$ cat config.mk
export PLATFORM = sky130hd
export DESIGN_NAME = id_ex_stage_flat
export DESIGN_NICKNAME = d
export VERILOG_FILES = /design/src/rtl/cpu_pkg.sv /design/src/rtl/id_ex_stage_if.sv /design/src/rtl/id_ex_stage_fwd_mux.sv /design/src/rtl/id_ex_stage.sv /design/src/flat_wrapper.sv
export SDC_FILE = /design/constraint.sdc
export NUM_CORES = 1
export LEC_CHECK = 0
export ABC_CLOCK_PERIOD_IN_PS = 3600
export BUFFER_PORTS_ARGS = -buffer_cell sky130_fd_sc_hd__buf_4
export CELL_PAD_IN_SITES_DETAIL_PLACEMENT = 0
export CELL_PAD_IN_SITES_GLOBAL_PLACEMENT = 2
export CORE_MARGIN = 2
export CORE_UTILIZATION = 25
export DETAILED_ROUTE_END_ITERATION = 10
export GPL_ROUTABILITY_DRIVEN = 0
export PLACE_DENSITY = 0.82
export SYNTH_ARGS = -nofsm -noshare
export SYNTH_HDL_FRONTEND = slang
export SYNTH_SLANG_ARGS = --single-unit
$ cat constraint.sdc
create_clock -name clk -period 3.6 [get_ports clk]
set_clock_uncertainty 0.15 [all_clocks]
set_input_delay 0.72 -clock clk [delete_from_list [all_inputs] [get_ports clk]]
set_output_delay 0.72 -clock clk [all_outputs]
set_load 0.1 [all_outputs]
$ cat src/rtl/cpu_pkg.sv
// cpu_pkg: shared constants and types for the pipelined MIPS core.
// - datapath widths (BITS, OPTION_BITS, REG_BITS)
// - alu select codes (shared opcode/function encoding)
// - id_ex_t: the bundle held in the ID/EX pipeline register
package cpu_pkg;

  localparam int BITS        = 32;
  localparam int OPTION_BITS = 8;
  localparam int REG_BITS    = 5;

  localparam logic [OPTION_BITS-1:0] ALU_ADD  = 8'h20;
  localparam logic [OPTION_BITS-1:0] ALU_ADDI = 8'h08;
  localparam logic [OPTION_BITS-1:0] ALU_AND  = 8'h24;
  localparam logic [OPTION_BITS-1:0] ALU_OR   = 8'h25;
  localparam logic [OPTION_BITS-1:0] ALU_ORI  = 8'h0D;
  localparam logic [OPTION_BITS-1:0] ALU_LW   = 8'h23;
  localparam logic [OPTION_BITS-1:0] ALU_SUB  = 8'h22;
  localparam logic [OPTION_BITS-1:0] ALU_SW   = 8'h2B;
  localparam logic [OPTION_BITS-1:0] ALU_MUL  = 8'h3A;

  typedef struct packed {
    logic                   valid;
    logic [OPTION_BITS-1:0] select;
    logic [BITS-1:0]        rs_val;
    logic [BITS-1:0]        rt_val;
    logic [BITS-1:0]        imm;
    logic                   use_imm;
    logic [REG_BITS-1:0]    rs;
    logic [REG_BITS-1:0]    rt;
    logic [REG_BITS-1:0]    rd;
    logic                   reg_write;
    logic                   mem_read;
    logic                   mem_write;
  } id_ex_t;

endpackage

$ cat src/rtl/id_ex_stage_if.sv
// id_ex_stage_if: every non-clock signal of the ID/EX stage.
// - id_*          decoded instruction from the decode stage
// - flush, hold   pipeline control
// - exm_*, mwb_*  writeback ports of EX/MEM and MEM/WB used for forwarding
// - load_use_stall, ex_*, alu_*  results of the stage
// Modport master: the surrounding pipeline; slave: the ID/EX stage.
interface id_ex_stage_if;
  import cpu_pkg::*;

  logic                   id_valid;
  logic [OPTION_BITS-1:0] id_select;
  logic [BITS-1:0]        id_rs_val;
  logic [BITS-1:0]        id_rt_val;
  logic [BITS-1:0]        id_imm;
  logic                   id_use_imm;
  logic                   id_uses_rt;
  logic [REG_BITS-1:0]    id_rs;
  logic [REG_BITS-1:0]    id_rt;
  logic [REG_BITS-1:0]    id_rd;
  logic                   id_reg_write;
  logic                   id_mem_read;
  logic                   id_mem_write;
  logic                   flush;
  logic                   hold;
  logic                   exm_reg_write;
  logic [REG_BITS-1:0]    exm_rd;
  logic [BITS-1:0]        exm_result;
  logic                   mwb_reg_write;
  logic [REG_BITS-1:0]    mwb_rd;
  logic [BITS-1:0]        mwb_result;
  logic                   load_use_stall;
  logic                   ex_valid;
  logic [OPTION_BITS-1:0] alu_select;
  logic [BITS-1:0]        alu_a;
  logic [BITS-1:0]        alu_b;
  logic [BITS-1:0]        ex_store_data;
  logic [REG_BITS-1:0]    ex_rd;
  logic                   ex_reg_write;
  logic                   ex_mem_read;
  logic                   ex_mem_write;

  modport master (
    output id_valid, id_select, id_rs_val, id_rt_val, id_imm, id_use_imm, id_uses_rt,
           id_rs, id_rt, id_rd, id_reg_write, id_mem_read, id_mem_write,
           flush, hold, exm_reg_write, exm_rd, exm_result,
           mwb_reg_write, mwb_rd, mwb_result,
    input  load_use_stall, ex_valid, alu_select, alu_a, alu_b, ex_store_data,
           ex_rd, ex_reg_write, ex_mem_read, ex_mem_write
  );

  modport slave (
    input  id_valid, id_select, id_rs_val, id_rt_val, id_imm, id_use_imm, id_uses_rt,
           id_rs, id_rt, id_rd, id_reg_write, id_mem_read, id_mem_write,
           flush, hold, exm_reg_write, exm_rd, exm_result,
           mwb_reg_write, mwb_rd, mwb_result,
    output load_use_stall, ex_valid, alu_select, alu_a, alu_b, ex_store_data,
           ex_rd, ex_reg_write, ex_mem_read, ex_mem_write
  );

endinterface

$ cat src/rtl/id_ex_stage_fwd_mux.sv
// fwd_mux: selects the freshest value of one source register.
// Ports: src (source index), reg_val (value read in decode),
//        exm_* / mwb_* (writeback ports), fwd (forwarded value).
// EX/MEM is younger than MEM/WB, so it wins; register 0 is never forwarded.
module fwd_mux #(
  parameter int BITS     = 32,
  parameter int REG_BITS = 5
) (
  input  logic [REG_BITS-1:0] src,
  input  logic [BITS-1:0]     reg_val,
  input  logic                exm_reg_write,
  input  logic [REG_BITS-1:0] exm_rd,
  input  logic [BITS-1:0]     exm_result,
  input  logic                mwb_reg_write,
  input  logic [REG_BITS-1:0] mwb_rd,
  input  logic [BITS-1:0]     mwb_result,
  output logic [BITS-1:0]     fwd
);

  // Priority select between the two writeback ports and the register-file value
  always_comb begin
    fwd = reg_val;
    if (exm_reg_write && (exm_rd != '0) && (exm_rd == src)) begin
      fwd = exm_result;
    end else if (mwb_reg_write && (mwb_rd != '0) && (mwb_rd == src)) begin
      fwd = mwb_result;
    end else begin
      fwd = reg_val;
    end
  end

endmodule

$ cat src/rtl/id_ex_stage.sv
// id_ex_stage: ID/EX pipeline register of the pipelined MIPS core.
// Ports: clk, rst (synchronous, active-high), bus (id_ex_stage_if.slave)
//   carrying the decoded instruction, flush/hold, both writeback ports and
//   the alu operands / EX controls driven out.
// The register captures one decoded instruction per cycle; forwarding and
// the immediate mux sit combinationally after it. A load followed by a
// dependent instruction produces load_use_stall and a bubble in EX.
module id_ex_stage
  import cpu_pkg::*;
(
  input logic          clk,
  input logic          rst,
  id_ex_stage_if.slave bus
);

  id_ex_t          ex_r;
  id_ex_t          ex_next;
  logic            stall;
  logic [BITS-1:0] fwd_rs;
  logic [BITS-1:0] fwd_rt;
  id_ex_t          captured;

  // Load result is not available until MEM, so a dependent instruction must wait one cycle
  always_comb begin
    stall = ex_r.valid && ex_r.mem_read && (ex_r.rd != '0) && bus.id_valid &&
            ((ex_r.rd == bus.id_rs) || (bus.id_uses_rt && (ex_r.rd == bus.id_rt)));
  end

  // Bundle the decode-side fields
  always_comb begin
    captured.valid     = bus.id_valid;
    captured.select    = bus.id_select;
    captured.rs_val    = bus.id_rs_val;
    captured.rt_val    = bus.id_rt_val;
    captured.imm       = bus.id_imm;
    captured.use_imm   = bus.id_use_imm;
    captured.rs        = bus.id_rs;
    captured.rt        = bus.id_rt;
    captured.rd        = bus.id_rd;
    captured.reg_write = bus.id_reg_write;
    captured.mem_read  = bus.id_mem_read;
    captured.mem_write = bus.id_mem_write;
  end

  // Next-state priority: flush, hold, load-use bubble, capture (an all-zero bundle is a bubble)
  always_comb begin
    ex_next = '0;
    if (bus.flush) begin
      ex_next = '0;
    end else if (bus.hold) begin
      ex_next = ex_r;
    end else if (stall) begin
      ex_next = '0;
    end else begin
      ex_next = captured;
    end
  end

  // Pipeline register with synchronous reset
  always_ff @(posedge clk) begin
    if (rst) begin
      ex_r <= '0;
    end else begin
      ex_r <= ex_next;
    end
  end

  fwd_mux #(.BITS(BITS), .REG_BITS(REG_BITS)) u_fwd_rs (
    .src(ex_r.rs), .reg_val(ex_r.rs_val),
    .exm_reg_write(bus.exm_reg_write), .exm_rd(bus.exm_rd), .exm_result(bus.exm_result),
    .mwb_reg_write(bus.mwb_reg_write), .mwb_rd(bus.mwb_rd), .mwb_result(bus.mwb_result),
    .fwd(fwd_rs)
  );

  fwd_mux #(.BITS(BITS), .REG_BITS(REG_BITS)) u_fwd_rt (
    .src(ex_r.rt), .reg_val(ex_r.rt_val),
    .exm_reg_write(bus.exm_reg_write), .exm_rd(bus.exm_rd), .exm_result(bus.exm_result),
    .mwb_reg_write(bus.mwb_reg_write), .mwb_rd(bus.mwb_rd), .mwb_result(bus.mwb_result),
    .fwd(fwd_rt)
  );

  // A bubble carries select 0, so the alu just passes a and nothing downstream commits
  assign bus.load_use_stall = stall;
  assign bus.ex_valid       = ex_r.valid;
  assign bus.alu_select     = ex_r.select;
  assign bus.alu_a          = fwd_rs;
  assign bus.alu_b          = ex_r.use_imm ? ex_r.imm : fwd_rt;
  assign bus.ex_store_data  = fwd_rt;
  assign bus.ex_rd          = ex_r.rd;
  assign bus.ex_reg_write   = ex_r.reg_write;
  assign bus.ex_mem_read    = ex_r.mem_read;
  assign bus.ex_mem_write   = ex_r.mem_write;

endmodule

$ cat src/flat_wrapper.sv
// flat-port wrapper written by rule: the top's interface ports become plain ports
module id_ex_stage_flat import cpu_pkg::*;
  (clk, rst, bus_id_valid, bus_id_select, bus_id_rs_val, bus_id_rt_val, bus_id_imm, bus_id_use_imm, bus_id_uses_rt, bus_id_rs, bus_id_rt, bus_id_rd, bus_id_reg_write, bus_id_mem_read, bus_id_mem_write, bus_flush, bus_hold, bus_exm_reg_write, bus_exm_rd, bus_exm_result, bus_mwb_reg_write, bus_mwb_rd, bus_mwb_result, bus_load_use_stall, bus_ex_valid, bus_alu_select, bus_alu_a, bus_alu_b, bus_ex_store_data, bus_ex_rd, bus_ex_reg_write, bus_ex_mem_read, bus_ex_mem_write);
  id_ex_stage_if bus_i ();
  input logic clk;
  input logic rst;
  input wire logic [$bits(bus_i.id_valid)-1:0] bus_id_valid;
  input wire logic [$bits(bus_i.id_select)-1:0] bus_id_select;
  input wire logic [$bits(bus_i.id_rs_val)-1:0] bus_id_rs_val;
  input wire logic [$bits(bus_i.id_rt_val)-1:0] bus_id_rt_val;
  input wire logic [$bits(bus_i.id_imm)-1:0] bus_id_imm;
  input wire logic [$bits(bus_i.id_use_imm)-1:0] bus_id_use_imm;
  input wire logic [$bits(bus_i.id_uses_rt)-1:0] bus_id_uses_rt;
  input wire logic [$bits(bus_i.id_rs)-1:0] bus_id_rs;
  input wire logic [$bits(bus_i.id_rt)-1:0] bus_id_rt;
  input wire logic [$bits(bus_i.id_rd)-1:0] bus_id_rd;
  input wire logic [$bits(bus_i.id_reg_write)-1:0] bus_id_reg_write;
  input wire logic [$bits(bus_i.id_mem_read)-1:0] bus_id_mem_read;
  input wire logic [$bits(bus_i.id_mem_write)-1:0] bus_id_mem_write;
  input wire logic [$bits(bus_i.flush)-1:0] bus_flush;
  input wire logic [$bits(bus_i.hold)-1:0] bus_hold;
  input wire logic [$bits(bus_i.exm_reg_write)-1:0] bus_exm_reg_write;
  input wire logic [$bits(bus_i.exm_rd)-1:0] bus_exm_rd;
  input wire logic [$bits(bus_i.exm_result)-1:0] bus_exm_result;
  input wire logic [$bits(bus_i.mwb_reg_write)-1:0] bus_mwb_reg_write;
  input wire logic [$bits(bus_i.mwb_rd)-1:0] bus_mwb_rd;
  input wire logic [$bits(bus_i.mwb_result)-1:0] bus_mwb_result;
  output wire logic [$bits(bus_i.load_use_stall)-1:0] bus_load_use_stall;
  output wire logic [$bits(bus_i.ex_valid)-1:0] bus_ex_valid;
  output wire logic [$bits(bus_i.alu_select)-1:0] bus_alu_select;
  output wire logic [$bits(bus_i.alu_a)-1:0] bus_alu_a;
  output wire logic [$bits(bus_i.alu_b)-1:0] bus_alu_b;
  output wire logic [$bits(bus_i.ex_store_data)-1:0] bus_ex_store_data;
  output wire logic [$bits(bus_i.ex_rd)-1:0] bus_ex_rd;
  output wire logic [$bits(bus_i.ex_reg_write)-1:0] bus_ex_reg_write;
  output wire logic [$bits(bus_i.ex_mem_read)-1:0] bus_ex_mem_read;
  output wire logic [$bits(bus_i.ex_mem_write)-1:0] bus_ex_mem_write;
  assign bus_i.id_valid = bus_id_valid;
  assign bus_i.id_select = bus_id_select;
  assign bus_i.id_rs_val = bus_id_rs_val;
  assign bus_i.id_rt_val = bus_id_rt_val;
  assign bus_i.id_imm = bus_id_imm;
  assign bus_i.id_use_imm = bus_id_use_imm;
  assign bus_i.id_uses_rt = bus_id_uses_rt;
  assign bus_i.id_rs = bus_id_rs;
  assign bus_i.id_rt = bus_id_rt;
  assign bus_i.id_rd = bus_id_rd;
  assign bus_i.id_reg_write = bus_id_reg_write;
  assign bus_i.id_mem_read = bus_id_mem_read;
  assign bus_i.id_mem_write = bus_id_mem_write;
  assign bus_i.flush = bus_flush;
  assign bus_i.hold = bus_hold;
  assign bus_i.exm_reg_write = bus_exm_reg_write;
  assign bus_i.exm_rd = bus_exm_rd;
  assign bus_i.exm_result = bus_exm_result;
  assign bus_i.mwb_reg_write = bus_mwb_reg_write;
  assign bus_i.mwb_rd = bus_mwb_rd;
  assign bus_i.mwb_result = bus_mwb_result;
  assign bus_load_use_stall = bus_i.load_use_stall;
  assign bus_ex_valid = bus_i.ex_valid;
  assign bus_alu_select = bus_i.alu_select;
  assign bus_alu_a = bus_i.alu_a;
  assign bus_alu_b = bus_i.alu_b;
  assign bus_ex_store_data = bus_i.ex_store_data;
  assign bus_ex_rd = bus_i.ex_rd;
  assign bus_ex_reg_write = bus_i.ex_reg_write;
  assign bus_ex_mem_read = bus_i.ex_mem_read;
  assign bus_ex_mem_write = bus_i.ex_mem_write;
  id_ex_stage u_core (.clk(clk), .rst(rst), .bus(bus_i));
endmodule
==> flow_metrics.py <==
metrics = {
    "status": {
        "status": "complete, no violations",
    },
    "synth": {
        "yosys.area.top_type": "dfxtp_1",
        "syn-cell-area_um2": 6180,
        "synth_cell_types": 33,
        "syn_nets": 875,
        "synth-warning-count": 0,
        "synth_ff_type": "dfxtp_1",
        "yosys-top-cells-count": "124 x a22o_1, 124 x dfxtp_1, 39 x clkbuf_1, 38 x nor2_1",
        "ys_seq_area_share_pct": 40.2,
        "synthArstFlopShare_pct": 0,
        "synth_top_area_share_pct": 40.2,
        "synth.area.top_cells": "dfxtp_1 40%, a22o_1 18%, mux2_2 5.6%",
        "synth_edf_count": 0,
        "syn_inst": 670,
        "ys_ff_latch": 124,
        "syn_area_per_cell_um2": 9.22,
    },
    "floorplan": {
        "rows": 57,
        "die_w_um": 161,
        "core_um2": 24300,
        "die_h_um": 161,
        "pin_count": 319,
        "dieArea_um2": 26000,
        "start_util_pct": 25.4,
    },
    "critical_path": {
        "worst_setup_path_start_kind": "input port",
        "reg2reg_to": "u_core.ex_r[107]",
        "r2r_slack_ns": 1.28,
        "rr_worst_depth": 6,
        "setup.worst_path.start": "bus_exm_rd[3]",
        "critical_path.max_fanout": 8,
        "cp.required_ns": 2.73,
        "endpoint": "bus_alu_b[23]",
        "worstSetupPathType": "in2out",
        "cp-end-kind": "output pin",
        "worstPathArrival_ns": 2.68,
        "r2r-start": "u_core.bus.ex_rd[1]",
    },
    "timing": {
        "rsz0062_at_grt": "no",
        "tightest_slew_ns": 0.717,
        "setup_violations": 0,
        "layout_min_cycle_time_ns": 3.55,
        "final.period_utilization_pct": 98.7,
        "relSlewSlack_pct": 52.2,
        "finalHoldViolCount": 0,
        "slew_violations": 0,
        "clock.fmax_mhz": 281,
        "setup_slack_ns": 0.0472,
    },
    "final_layout": {
        "final.fill_count": 2306,
        "nets": 1185,
        "drive_gt1_share_pct": 53.5,
        "fin_util_pct": 46.1,
        "antenna_cells": 0,
        "multiInputGateArea_um2": 4520,
        "seq_area_um2": 2480,
        "stdcell_count": 1317,
        "syn_to_final_growth_pct": 81.6,
    },
    "drt": {
        "ant_nets": 0,
        "first_pass_iters": 4,
        "wirelength_um": 25500,
        "vias": 6349,
        "drtIter0Drc": 319,
        "avgRoutedWirePerCell_um": 19.4,
        "viasPerCell": 4.82,
        "drcViolationCount": 0,
    },
    "clock_network": {
        "holdBufCountCts": 0,
        "clk_pin_slew_worst_paths_ns": 0.06,
        "clk_latency_ns": 0.42,
        "htreeDepth": 4,
        "clockRootBuffer": "clkbuf_16",
        "cts_tree": "built",
        "cts_buffer_depth": 2,
        "numCtsBuffers": 17,
        "cts_sinks": 124,
        "cts_setup_buffers": 0,
    },
    "power": {
        "power.switching_w": 0.00156,
        "p_comb_share_pct": 28.3,
        "p_int_w": 0.00277,
        "powerDensity_nw_per_um2": 385,
        "peakVddDrop_uv": 312,
        "switching_share_pct": 36.0,
        "clkPwrFrac_pct": 38.2,
        "seqPwrFrac_pct": 33.6,
        "p_leak_nw": 4.69,
    },
    "run": {
        "cap_violations": 0,
    },
    "global_routing": {
        "grt_pass1_wl_um": 38900,
        "grt_pass1_vias": 6603,
        "grt_max_degree": 122,
        "grt_overflow": 0,
        "grt.total_usage_pct": 19.2,
        "antenna_found_initial": 0,
    },
    "place": {
        "hpwl_um": 18700,
        "place_ws_ns": -0.0418,
        "portBuffers": 318,
        "place_inst": 1283,
    },
    "min_path": {
        "hold_path_class": "reg2reg",
    },
}
sequential cells by signal (all words and copies together), names as in the netlist:
name / flops
u_core.bus.alu_select: 8
u_core.bus.ex_mem_read: 1
u_core.bus.ex_mem_write: 1
u_core.bus.ex_rd: 5
u_core.bus.ex_reg_write: 1
u_core.bus.ex_valid: 1
u_core.ex_r: 107
final cells by class:
type,instances,share of cell area [%]
repair buffers,366,27.9
clock buffers,17,3.79
well taps,324,3.61
flip-flops and latches,124,22.1
clock inverters,15,1.13
multi-input cells,439,40.3
inverters,32,1.07
timing repair:
action	in CTS	in global routing
setup endpoints to repair	11	29
cloned	0	2
pin swaps	0	5
gates resized for setup	9	28
worst min-delay path by stage:
stage,to,cells past startpoint,slack [ns],startpoint
finish,u_core.ex_r[64],1,0.31,u_core.ex_r[64]
global route,u_core.ex_r[100],1,0.33,u_core.ex_r[100]
CTS,u_core.ex_r[64],1,0.32,u_core.ex_r[64]
detailed placement,u_core.ex_r[71],1,0.30,u_core.ex_r[71]
global placement,u_core.ex_r[71],1,0.30,u_core.ex_r[71]
floorplan,u_core.ex_r[51],1,0.29,u_core.ex_r[51]
worst max-delay path, stage by stage:
cell       delay (ns)
buf_6            0.09
or4_4            0.56
o211ai_4         0.23
or2_4            0.27
clkbuf_16        0.22
a31oi_4          0.08
mux2_4           0.27
buf_4            0.23
layout by cell type (no fill, tap or decap), drive strengths merged, types with 3 or more instances in the layout:
cell	n
xnor2	27
inv	41
or3	31
xor2	3
nor3	33
nand3	3
clkbuf	19
a31oi	31
buf	364
o21ai	32
dfxtp	124
nor2	38
nand2	4
clkinv	4
mux2i	32
a21oi	33
mux2	31
nand4	4
a22o	124
per-stage QoR:
step | setup TNS, ns | power (W) | hold WS, ns | cell area (µm²)
global route | 0 | 0.00449 | 0.334 | 11200
floorplan | -12.23 | 0.00228 | 0.286 | 7550
CTS | 0 | 0.00436 | 0.320 | 11100
finish | 0 | 0.00432 | 0.314 | 11200
global placement | -0.00361 | 0.00268 | 0.301 | 10500
detailed placement | -0.233 | 0.00269 | 0.299 | 10500
power groups by stage:
stage | registers, W | logic [W] | clock network (W)
2_1_floorplan | 0.00148 | 0.000799 | 0
3_3_place_gp | 0.00148 | 0.00120 | 0
3_5_place_dp | 0.00148 | 0.00121 | 0
4_1_cts | 0.00145 | 0.00121 | 0.00169
5_1_grt | 0.00146 | 0.00128 | 0.00175
6_report | 0.00145 | 0.00122 | 0.00165
per-layer routing:
layer / track usage (%) / vias up / part of all wire [%]
met5: 0 / - / 0
met4: 3.94 / 0 / 1.1
met3: 5.26 / 16 / 5.9
met2: 33.3 / 196 / 50
met1: 24.0 / 3037 / 43
li1: - / 3100 / -
cell families (layout without fill, tap and decap cells):
group | count (synthesis) | in the layout | share of synthesized area [%]
mux | 63 | 63 | 10.8
compound gates | 228 | 228 | 27.4
simple gates | 118 | 118 | 9.58
xor+xnor | 30 | 30 | 4.25
flops | 124 | 124 | 40.2
buf+inv | 107 | 430 | 7.73
No activity file was read; power rests on OpenSTA's default activity.
